$ cat config.mk
export PLATFORM = sky130hd
export DESIGN_NAME = clkdiv_multi
export DESIGN_NICKNAME = d
export VERILOG_FILES = /design/src/rtl/clkdiv_pkg.sv /design/src/rtl/clkdiv_chan.sv /design/src/rtl/clkdiv_multi.sv
export SDC_FILE = /design/constraint.sdc
export NUM_CORES = 1
export LEC_CHECK = 0
export CAP_MARGIN = 20
export CELL_PAD_IN_SITES_DETAIL_PLACEMENT = 1
export CELL_PAD_IN_SITES_GLOBAL_PLACEMENT = 1
export CORE_MARGIN = 2
export CORE_UTILIZATION = 25
export CTS_BUF_LIST = sky130_fd_sc_hd__clkbuf_4 sky130_fd_sc_hd__clkbuf_8 sky130_fd_sc_hd__clkbuf_16
export DETAILED_ROUTE_END_ITERATION = 6
export PLACE_DENSITY = 0.46
export REMOVE_ABC_BUFFERS = 1
export SLEW_MARGIN = 20
export SYNTH_ARGS = -nofsm -noshare
export SYNTH_HDL_FRONTEND = slang
export SYNTH_SLANG_ARGS = --single-unit
export TNS_END_PERCENT = 50
$ cat constraint.sdc
create_clock -name clk -period 6.75 [get_ports clk]
set_clock_uncertainty 0.1 [all_clocks]
set_input_delay 1.0125 -clock clk [delete_from_list [all_inputs] [get_ports clk]]
set_output_delay 1.0125 -clock clk [all_outputs]
set_load 0.01 [all_outputs]
$ cat src/rtl/clkdiv_pkg.sv
// clkdiv_pkg: shared types, constants and helpers for the multi-channel clock divider
package clkdiv_pkg;
   localparam int DIV_W_DEF = 16;
   localparam int DIV_MIN = 2;
   typedef logic [DIV_W_DEF-1:0] div_t;
   typedef enum logic {STOP, RUN} ch_state_t;
   function automatic logic [31:0] half_up(input logic [31:0] d);
      return (d >> 1) + {31'b0, d[0]};
   endfunction
endpackage

$ cat src/rtl/clkdiv_chan.sv
// clkdiv_chan: one divider channel with shadowed divisor applied at period boundaries
module clkdiv_chan import clkdiv_pkg::*; #(
   parameter int DIV_W = 16,
   parameter int DEFAULT_DIV = 4
) (
   input  logic             clk,
   input  logic             clr,
   input  logic             en,
   input  logic             sync,
   input  logic             wr,
   input  logic [DIV_W-1:0] wr_div,
   output logic             clk_out,
   output logic             tick,
   output logic             pend
);
   localparam logic [DIV_W-1:0] DEF = DIV_W'(DEFAULT_DIV);
   localparam logic [DIV_W-1:0] ONE = DIV_W'(1);
   logic [DIV_W-1:0] cnt_q, cnt_d, div_act_q, div_act_d, div_sh_q, div_sh_d, cnt_n, d_nx;
   logic pend_q, pend_d, clk_out_q, clk_out_d, tick_q, tick_d, apply;
   ch_state_t state;
   // next period position, shadow apply (boundary in RUN, immediate in STOP) and output decode
   always_comb begin
      state = (en && div_act_q >= DIV_W'(DIV_MIN)) ? RUN : STOP;
      cnt_n = (sync || cnt_q == div_act_q - ONE) ? '0 : cnt_q + ONE;
      apply = pend_q && (state == STOP || cnt_n == '0);
      d_nx = apply ? div_sh_q : div_act_q;
      div_act_d = d_nx;
      cnt_d = (state == RUN) ? cnt_n : d_nx - ONE;
      clk_out_d = (state == RUN) && (32'(cnt_n) < half_up(32'(d_nx)));
      tick_d = (state == RUN) && (cnt_n == '0);
      div_sh_d = wr ? wr_div : div_sh_q;
      pend_d = wr || (pend_q && !apply);
   end
   // channel state registers; a write in an apply cycle keeps the flag set for the next boundary
   always_ff @(posedge clk or posedge clr) begin
      if (clr) begin
         cnt_q <= DEF - ONE;
         div_act_q <= DEF;
         div_sh_q <= DEF;
         pend_q <= 1'b0;
         clk_out_q <= 1'b0;
         tick_q <= 1'b0;
      end else begin
         cnt_q <= cnt_d;
         div_act_q <= div_act_d;
         div_sh_q <= div_sh_d;
         pend_q <= pend_d;
         clk_out_q <= clk_out_d;
         tick_q <= tick_d;
      end
   end
   assign clk_out = clk_out_q;
   assign tick = tick_q;
   assign pend = pend_q;
endmodule

$ cat src/rtl/clkdiv_multi.sv
// clkdiv_multi: array of programmable clock divider channels with a shared write port
module clkdiv_multi import clkdiv_pkg::*; #(
   parameter int CHANNELS = 4,
   parameter int DIV_W = 16,
   parameter int DEFAULT_DIV = 4,
   localparam int CW = (CHANNELS > 1) ? $clog2(CHANNELS) : 1
) (
   input  logic                clk,
   input  logic                clr,
   input  logic [CHANNELS-1:0] en,
   input  logic                sync,
   input  logic                wr_en,
   input  logic [CW-1:0]       wr_chan,
   input  logic [DIV_W-1:0]    wr_div,
   output logic [CHANNELS-1:0] clk_out,
   output logic [CHANNELS-1:0] tick,
   output logic [CHANNELS-1:0] pend
);
   for (genvar g = 0; g < CHANNELS; g++) begin : g_ch
      clkdiv_chan #(.DIV_W(DIV_W), .DEFAULT_DIV(DEFAULT_DIV)) u_chan (
         .clk(clk),
         .clr(clr),
         .en(en[g]),
         .sync(sync),
         .wr(wr_en && (32'(wr_chan) == g)),
         .wr_div(wr_div),
         .clk_out(clk_out[g]),
         .tick(tick[g]),
         .pend(pend[g])
      );
   end
endmodule

# Word-level counts from Yosys, hierarchy flattened
# Cells that the tools add are included.
dict set report classes {
  add_sub_neg 16
  n_mul 0
  n_div 0
  order_cmp 8
  n_eq_ne 7
  n_shift 0
  n_mux 16
  n_bitwise 4
  reduce_logical 45
}
# cell n
set ops {}
lappend ops {{16-bit 2-to-1 mux} 12}
lappend ops {{16-bit by 32-bit < comparator with 1-bit output} 4}
lappend ops {{16-bit by 1-bit subtractor with 16-bit output, second input constant} 8}
lappend ops {{15-bit by 1-bit adder with 16-bit output} 4}
lappend ops {{16-bit by 1-bit adder with 16-bit output, second input constant} 4}
lappend ops {{16-bit == test} 4}
lappend ops {{16-bit by 2-bit >= comparator with 1-bit output, second input constant} 4}
lappend ops {{16-bit zero test} 4}
lappend ops {{1-bit logical AND} 24}
lappend ops {{1-bit logical OR} 12}
lappend ops {{2-bit == test, second input constant} 2}
lappend ops {{1-bit zero test} 4}
lappend ops {{1-bit 2-to-1 mux} 4}
lappend ops {{1-bit inverter} 4}
lappend ops {{2-bit by 1-bit == test with 1-bit output, second input constant} 1}
lappend ops {{2-bit zero test} 1}
dict set report totals {
  regBits 204
  latch_bits 0
  ram_bits 0
  rom_bits 0
  inputBits 26
  out_inout_bits 12
  word_cells 120
  mem_count 0
}

# Longest topological paths before layout
dict set report logic_depth {
  ltp_word 11
  mapped_depth 31
  depth_no_buf 28
}

# Modules after synthesis
# Synthesis repeated with hierarchy kept, for this count alone.
dict set report unflattened {
  cells_unflattened 1926
  area_unflattened_um2 17096.4
}
# mod n_inst cells_each area_per_inst_um2 seq_area_each_um2
set modules_own_cells {}
lappend modules_own_cells {{clkdiv_chan (g_ch[0].u_chan ...)} 3 485 4279.1 1281.2}
lappend modules_own_cells {{clkdiv_chan (g_ch[1].u_chan)} 1 467 4221.5 1281.2}
lappend modules_own_cells {clkdiv_multi 1 4 37.5 0.0}

# Worst setup path before layout
# OpenSTA, ideal clock, no wires.
dict set report synth_timing {
  kind {register -> register}
  startpoint {register g_ch[0].u_chan.div_act_q[0]}
  endpoint {register g_ch[0].u_chan.clk_out_q}
  setup_time_ns 0.065
  arrival_time_ns 5.865
  required_time_ns 6.585
  setup_slack_ns 0.720
  stages_incl_launch_ff 28
  n_path_buf 2
  synth_period_minus_slack_ns 6.030
  path_cell_list {dfrtp_1 > or4_1 > or4_4 > xnor2_1 > nand2_1 > or4_4 > o41ai_4 > o31ai_1 > buf_6 > buf_6 > mux2_2 > ha_1 > and4_1 > and3_1 > and3_1 > and3_1 > mux2i_2 > o21ai_1 > ha_1 > a21o_1 > a21oi_1 > nor2b_1 > o21ai_0 > nand2b_1 > a21oi_1 > nor2b_1 > o21ai_0 > o211a_1}
}
dict set report synth_between {
  elab_chain_len 11
  elab_cells_between_ends 15
  classes_between {2 x add/sub; 2 x order compare; 1 x eq/ne; 3 x mux; 1 x bitwise; 6 x reduce/logical}
}
# element line_no
set synth_rtl {}
lappend synth_rtl {{from (decl)} clkdiv_chan.sv:18} ;# logic [DIV_W-1:0] cnt_q, cnt_d, div_act_q, div_act_d, div_sh_q, div_sh_d, cnt_n, d_nx;
lappend synth_rtl {{from (signal assigned)} clkdiv_chan.sv:45} ;# div_act_q <= div_act_d;
lappend synth_rtl {{16-bit by 1-bit subtractor with 16-bit output} clkdiv_chan.sv:24} ;# cnt_n = (sync || cnt_q == div_act_q - ONE) ? '0 : cnt_q + ONE;
lappend synth_rtl {{16-bit == test} clkdiv_chan.sv:24}
lappend synth_rtl {{1-bit logical OR} clkdiv_chan.sv:24}
lappend synth_rtl {{16-bit 2-to-1 mux} clkdiv_chan.sv:24}
lappend synth_rtl {{16-bit zero test} clkdiv_chan.sv:25} ;# apply = pend_q && (state == STOP || cnt_n == '0);
lappend synth_rtl {{1-bit logical OR *} clkdiv_chan.sv:25}
lappend synth_rtl {{1-bit logical AND *} clkdiv_chan.sv:25}
lappend synth_rtl {{16-bit 2-to-1 mux *} clkdiv_chan.sv:26} ;# d_nx = apply ? div_sh_q : div_act_q;
lappend synth_rtl {{net g_ch[0].u_chan.d_nx[1]} clkdiv_chan.sv:18}
lappend synth_rtl {{15-bit by 1-bit adder with 16-bit output *} clkdiv_pkg.sv:8} ;# return (d >> 1) + {31'b0, d[0]};
lappend synth_rtl {{16-bit by 32-bit < comparator with 1-bit output *} clkdiv_chan.sv:29} ;# clk_out_d = (state == RUN) && (32'(cnt_n) < half_up(32'(d_nx)));
lappend synth_rtl {{1-bit logical AND *} clkdiv_chan.sv:29}
lappend synth_rtl {{net g_ch[0].u_chan.clk_out_d} clkdiv_chan.sv:19} ;# logic pend_q, pend_d, clk_out_q, clk_out_d, tick_q, tick_d, apply;
lappend synth_rtl {{to (signal assigned)} clkdiv_chan.sv:48} ;# clk_out_q <= clk_out_d;
lappend synth_rtl {{to (decl)} clkdiv_chan.sv:19}
# The timed path passes the listed nets; every way through them passes the cells marked *.
# A chain may end at the register's enable or synchronous reset.

# Final worst setup path
dict set report layout_timing {
  startpoint {register g_ch[0].u_chan.div_act_q[0]}
  endpoint {register g_ch[0].u_chan.clk_out_q}
}
dict set report layout_between {
  elab_chain_len 11
  elab_cells_between_ends 15
  classes_between {2 x add/sub; 2 x order compare; 1 x eq/ne; 3 x mux; 1 x bitwise; 6 x reduce/logical}
}
# element line_no
set layout_rtl {}
lappend layout_rtl {{16-bit by 1-bit subtractor with 16-bit output} clkdiv_chan.sv:24}
lappend layout_rtl {{16-bit == test} clkdiv_chan.sv:24}
lappend layout_rtl {{1-bit logical OR} clkdiv_chan.sv:24}
lappend layout_rtl {{16-bit 2-to-1 mux} clkdiv_chan.sv:24}
lappend layout_rtl {{16-bit zero test} clkdiv_chan.sv:25}
lappend layout_rtl {{1-bit logical OR} clkdiv_chan.sv:25}
lappend layout_rtl {{1-bit logical AND} clkdiv_chan.sv:25}
lappend layout_rtl {{16-bit 2-to-1 mux *} clkdiv_chan.sv:26}
lappend layout_rtl {{net g_ch[0].u_chan.d_nx[0]} clkdiv_chan.sv:18}
lappend layout_rtl {{15-bit by 1-bit adder with 16-bit output *} clkdiv_pkg.sv:8}
lappend layout_rtl {{16-bit by 32-bit < comparator with 1-bit output *} clkdiv_chan.sv:29}
lappend layout_rtl {{1-bit logical AND *} clkdiv_chan.sv:29}
lappend layout_rtl {{net g_ch[0].u_chan.clk_out_d} clkdiv_chan.sv:19}
# Marks and branches as above.

==> results.md <==
- Status: finished clean
- Area of the mapped netlist: roughly 17000 um2
- Pre-Repair DR Iteration Count: 5
- Commonest non-fill, non-tap cell in the layout: nor2_1
- Layout Cells excl Fill: roughly 2800
- Final hold viol count: 0
- Tightest Hold Check Type: flop to flop
- Top-Level Pins: 38
- Post-layout instance area: ~19000 um2
- Slew @ Worst Pin: between 1 and 1.5 ns
- Number of enable flip-flop cells after synthesis: 0
- CP endpoint kind: flop
- Global route overflow: 0
- Remaining routing DRC violations: 0
- Violation count after the first detailed-routing iteration: 665
- Placeable core area: between 60000 and 70000 um2
- Final critical path time including I/O delays and setup: between 6 and 7 ns
- Insertion delay of the later-clocked pin in the worst-skew pair: between 0.5 and 0.6 ns
- Die height: ~260 um
- Max-slew violation total from the final report: 0
- Synth-to-layout area growth: 13.5%
- Longest Clk Path Bufs: 3
- Setup violation total in the final timing report: 0
- Die outline width: ~260 um
- Nets: 2037
- Share of cells above drive strength 1: approximately 14%
- Crit Path Max Fanout: 6
- Total via count after detailed routing: about 14000
- Area share of the largest cell type after synthesis: 27.6%
- TritonCTS clock tree: done
- Post-DRT Antenna Nets: 0
- Number of fillers in the final layout: about 7800
- Overall routed net length: about 59 mm
- F_max: 159 MHz
- Synth Instances: roughly 2000
- Wire length of the first global-routing pass: about 94 mm
- Number of antenna repair diodes: 0
- Deepest level of the CTS H-tree: 1
- Maximum number of pins on one net before global-route repair: around 130
- Critical path data arrival time: 6.69 ns
- Kind of critical path: flop to flop
- Register bit count reported by yosys: approximately 200
- Most common flop cell mapped by yosys: dfrtp_1
- Slew Limit Headroom: around 33%
- Floorplan row count: 95
- Max-cap viol count: 0
- Share of the cycle needed by the critical path after routing: between 90 and 100%
- IO Port Bufs: 37
- Most used cells in the layout excluding fill and tap cells: 190 x nor2_1, 188 x dfrtp_1, 159 x xnor2_1
- Number of cells in the design after placement: roughly 2800
- Initial antenna violation count: 1
- Highest ir drop seen on vdd: roughly 150 uV
- Total negative slack for setup checks: 0 ns
- Post-placement cell area: 18300 um2
- Gp weighted congestion: between 0.8 and 0.9
- Power Density: approximately 370 nW/um2
- Detailed-route vias per instance: slightly above 5
- Sequential-to-total area share from yosys stat: between 30% and 40%
- Number of global-route vias before repair: between 15000 and 20000
- Req. time, crit path: about 7.2 ns
- Worst-path clk slew: ~0.060 ns
- Leakage power of the design: between 7 and 8 nW
- Initial Util: between 20% and 30%
- Overall die area: roughly 70000 um2
- Unrepaired setup endpoints after global routing: no
- Clock Sinks: a little over 200
- Startpoint type of the worst setup path: flop
- Most area-hungry cell type in the Yosys netlist: dfrtp_1
- Share of synthesized registers carrying an async set or reset: 100%
- Mean Syn Cell Area: 8.67 um2
- Top post-synthesis cells by area: dfrtp_1 28%, xnor2_1 8.2%, mux2_2 7.5%
- Number of different library cells in the post-synthesis netlist: 80
- Post-DP HPWL: 45.5 mm
- Aggregate global-route resource usage: approximately 17%
- Ys Warns: 0
- Detailed-route wire length per cell: around 21 um
- Root buf cell: clkbuf_16
- Total clock buffers created by CTS: 28
- Power consumption: ~7.1 mW
synthesized netlist by cell type, drive strengths merged (8+ instances only):
cell type and number:
xnor2 159, a211oi 9, ha 83, buf 36, clkbuf 114, nand4 48, a31oi 20, nor3 68
and2 12, nand3 93, mux2i 75, o21a 9, nand2 122, nor2b 14, nand2b 14, nor3b 10
mux2 118, nor4 34, or3 26, a21o 8, nand3b 12, dfrtp 188, or4 15, o31ai 16
dfstp 16, xor2 103, a21oi 77, nor2 191, and4 11, and3 39, inv 62, o21ai 75
final cells by class:
class	count	area (um2)	share of cell area, %
clock inverter	10	175	0.906
tap	873	1090	5.65
sequential	204	5120	26.5
timing repair buffer	83	728	3.77
clock buffer	42	886	4.58
multi-input combinational	1549	11100	57.3
inverter	62	240	1.24
metal layers:
| metal | track usage [%] | share of wire, % | up-vias |
|---|---|---|---|
| met5 | 0 | 0 | - |
| met4 | 3.19 | 1.6 | 0 |
| met3 | 1.43 | 2.0 | 54 |
| met2 | 28.5 | 47 | 118 |
| met1 | 24.0 | 50 | 7136 |
| li1 | - | - | 6889 |
power by group:
group	leakage, nW	internal, mW	switching (mW)
logic	4.97	1.36	1.67
registers	2.45	1.59	0.791
clock network	0.533	1.09	0.617
total	7.95	4.04	3.08
flip-flops by register name, indices dropped and copies added, names as in the netlist:
name                   count
g_ch.u_chan.div_sh_q      64
g_ch.u_chan.clk_out        4
g_ch.u_chan.pend           4
g_ch.u_chan.tick           4
g_ch.u_chan.div_act_q     64
g_ch.u_chan.cnt_q         64
critical path, cell delays in order, from the launching register on:
cell	delay [ns]
dfrtp_1	0.44
or4_1	0.68
or4_4	0.55
xnor2_1	0.17
nand2_1	0.09
or4_4	0.53
o41ai_4	0.29
o31ai_4	0.12
mux2i_1	0.22
inv_1	0.11
ha_1	0.24
and4_1	0.25
and3_1	0.22
and3_1	0.20
and3_1	0.20
mux2i_2	0.22
o21ai_1	0.12
ha_1	0.32
a21o_1	0.18
a21oi_1	0.14
nor2b_1	0.06
o21ai_0	0.17
nand2b_1	0.07
a21oi_1	0.14
nor2b_1	0.06
o21ai_0	0.15
o211a_1	0.17
final timing paths:
| kind | from | endpoint | cells past startpoint | slack [ns] |
|---|---|---|---|---|
| hold reg to reg | g_ch[1].u_chan.div_sh_q[15] | g_ch[1].u_chan.div_sh_q[15] | 1 | 0.43 |
| hold / removal | g_ch[1].u_chan.div_sh_q[15] | g_ch[1].u_chan.div_sh_q[15] | 1 | 0.43 |
| setup reg to reg | g_ch[0].u_chan.div_act_q[0] | g_ch[0].u_chan.clk_out | 26 | 0.47 |
| setup / recovery | g_ch[0].u_chan.div_act_q[0] | g_ch[0].u_chan.clk_out | 26 | 0.47 |
| min in group asynchronous | clr | g_ch[2].u_chan.div_sh_q[12] | 2 | 0.83 |
| max in group asynchronous | clr | g_ch[3].u_chan.cnt_q[2] | 3 | 4.53 |
per-stage QoR:
stage / hold slack [ns] / util (%) / worst slack [ns]
final: 0.426 / 28.7 / 0.474
after global routing: 0.467 / 28.7 / 0.00276
after CTS: 0.432 / 28.7 / 0.295
after detailed placement: 0.412 / 27.1 / 0.342
after global placement: 0.393 / 27.1 / 0.412
after floorplan: 0.375 / - / -2.34
kinds of logic (layout without fill, tap and decap cells):
group           Yosys count  count (layout)  synth area share, %
fa+ha+maj                83              83                 6.10
xor+xnor                263             263                 13.6
buf+inv                 212             197                 5.19
mux                     193             193                 12.4
compound gates          282             282                 10.8
flops                   204             204                 30.1
simple gates            728             728                 21.8
what timing repair did:
item,4_1_cts,5_1_grt
hold endpoints to repair,0,0
hold buffers,0,0
setup endpoints to repair,0,1
resized for setup,0,0
buffers inserted,0,1
Power figures use the tool's default switching activity.
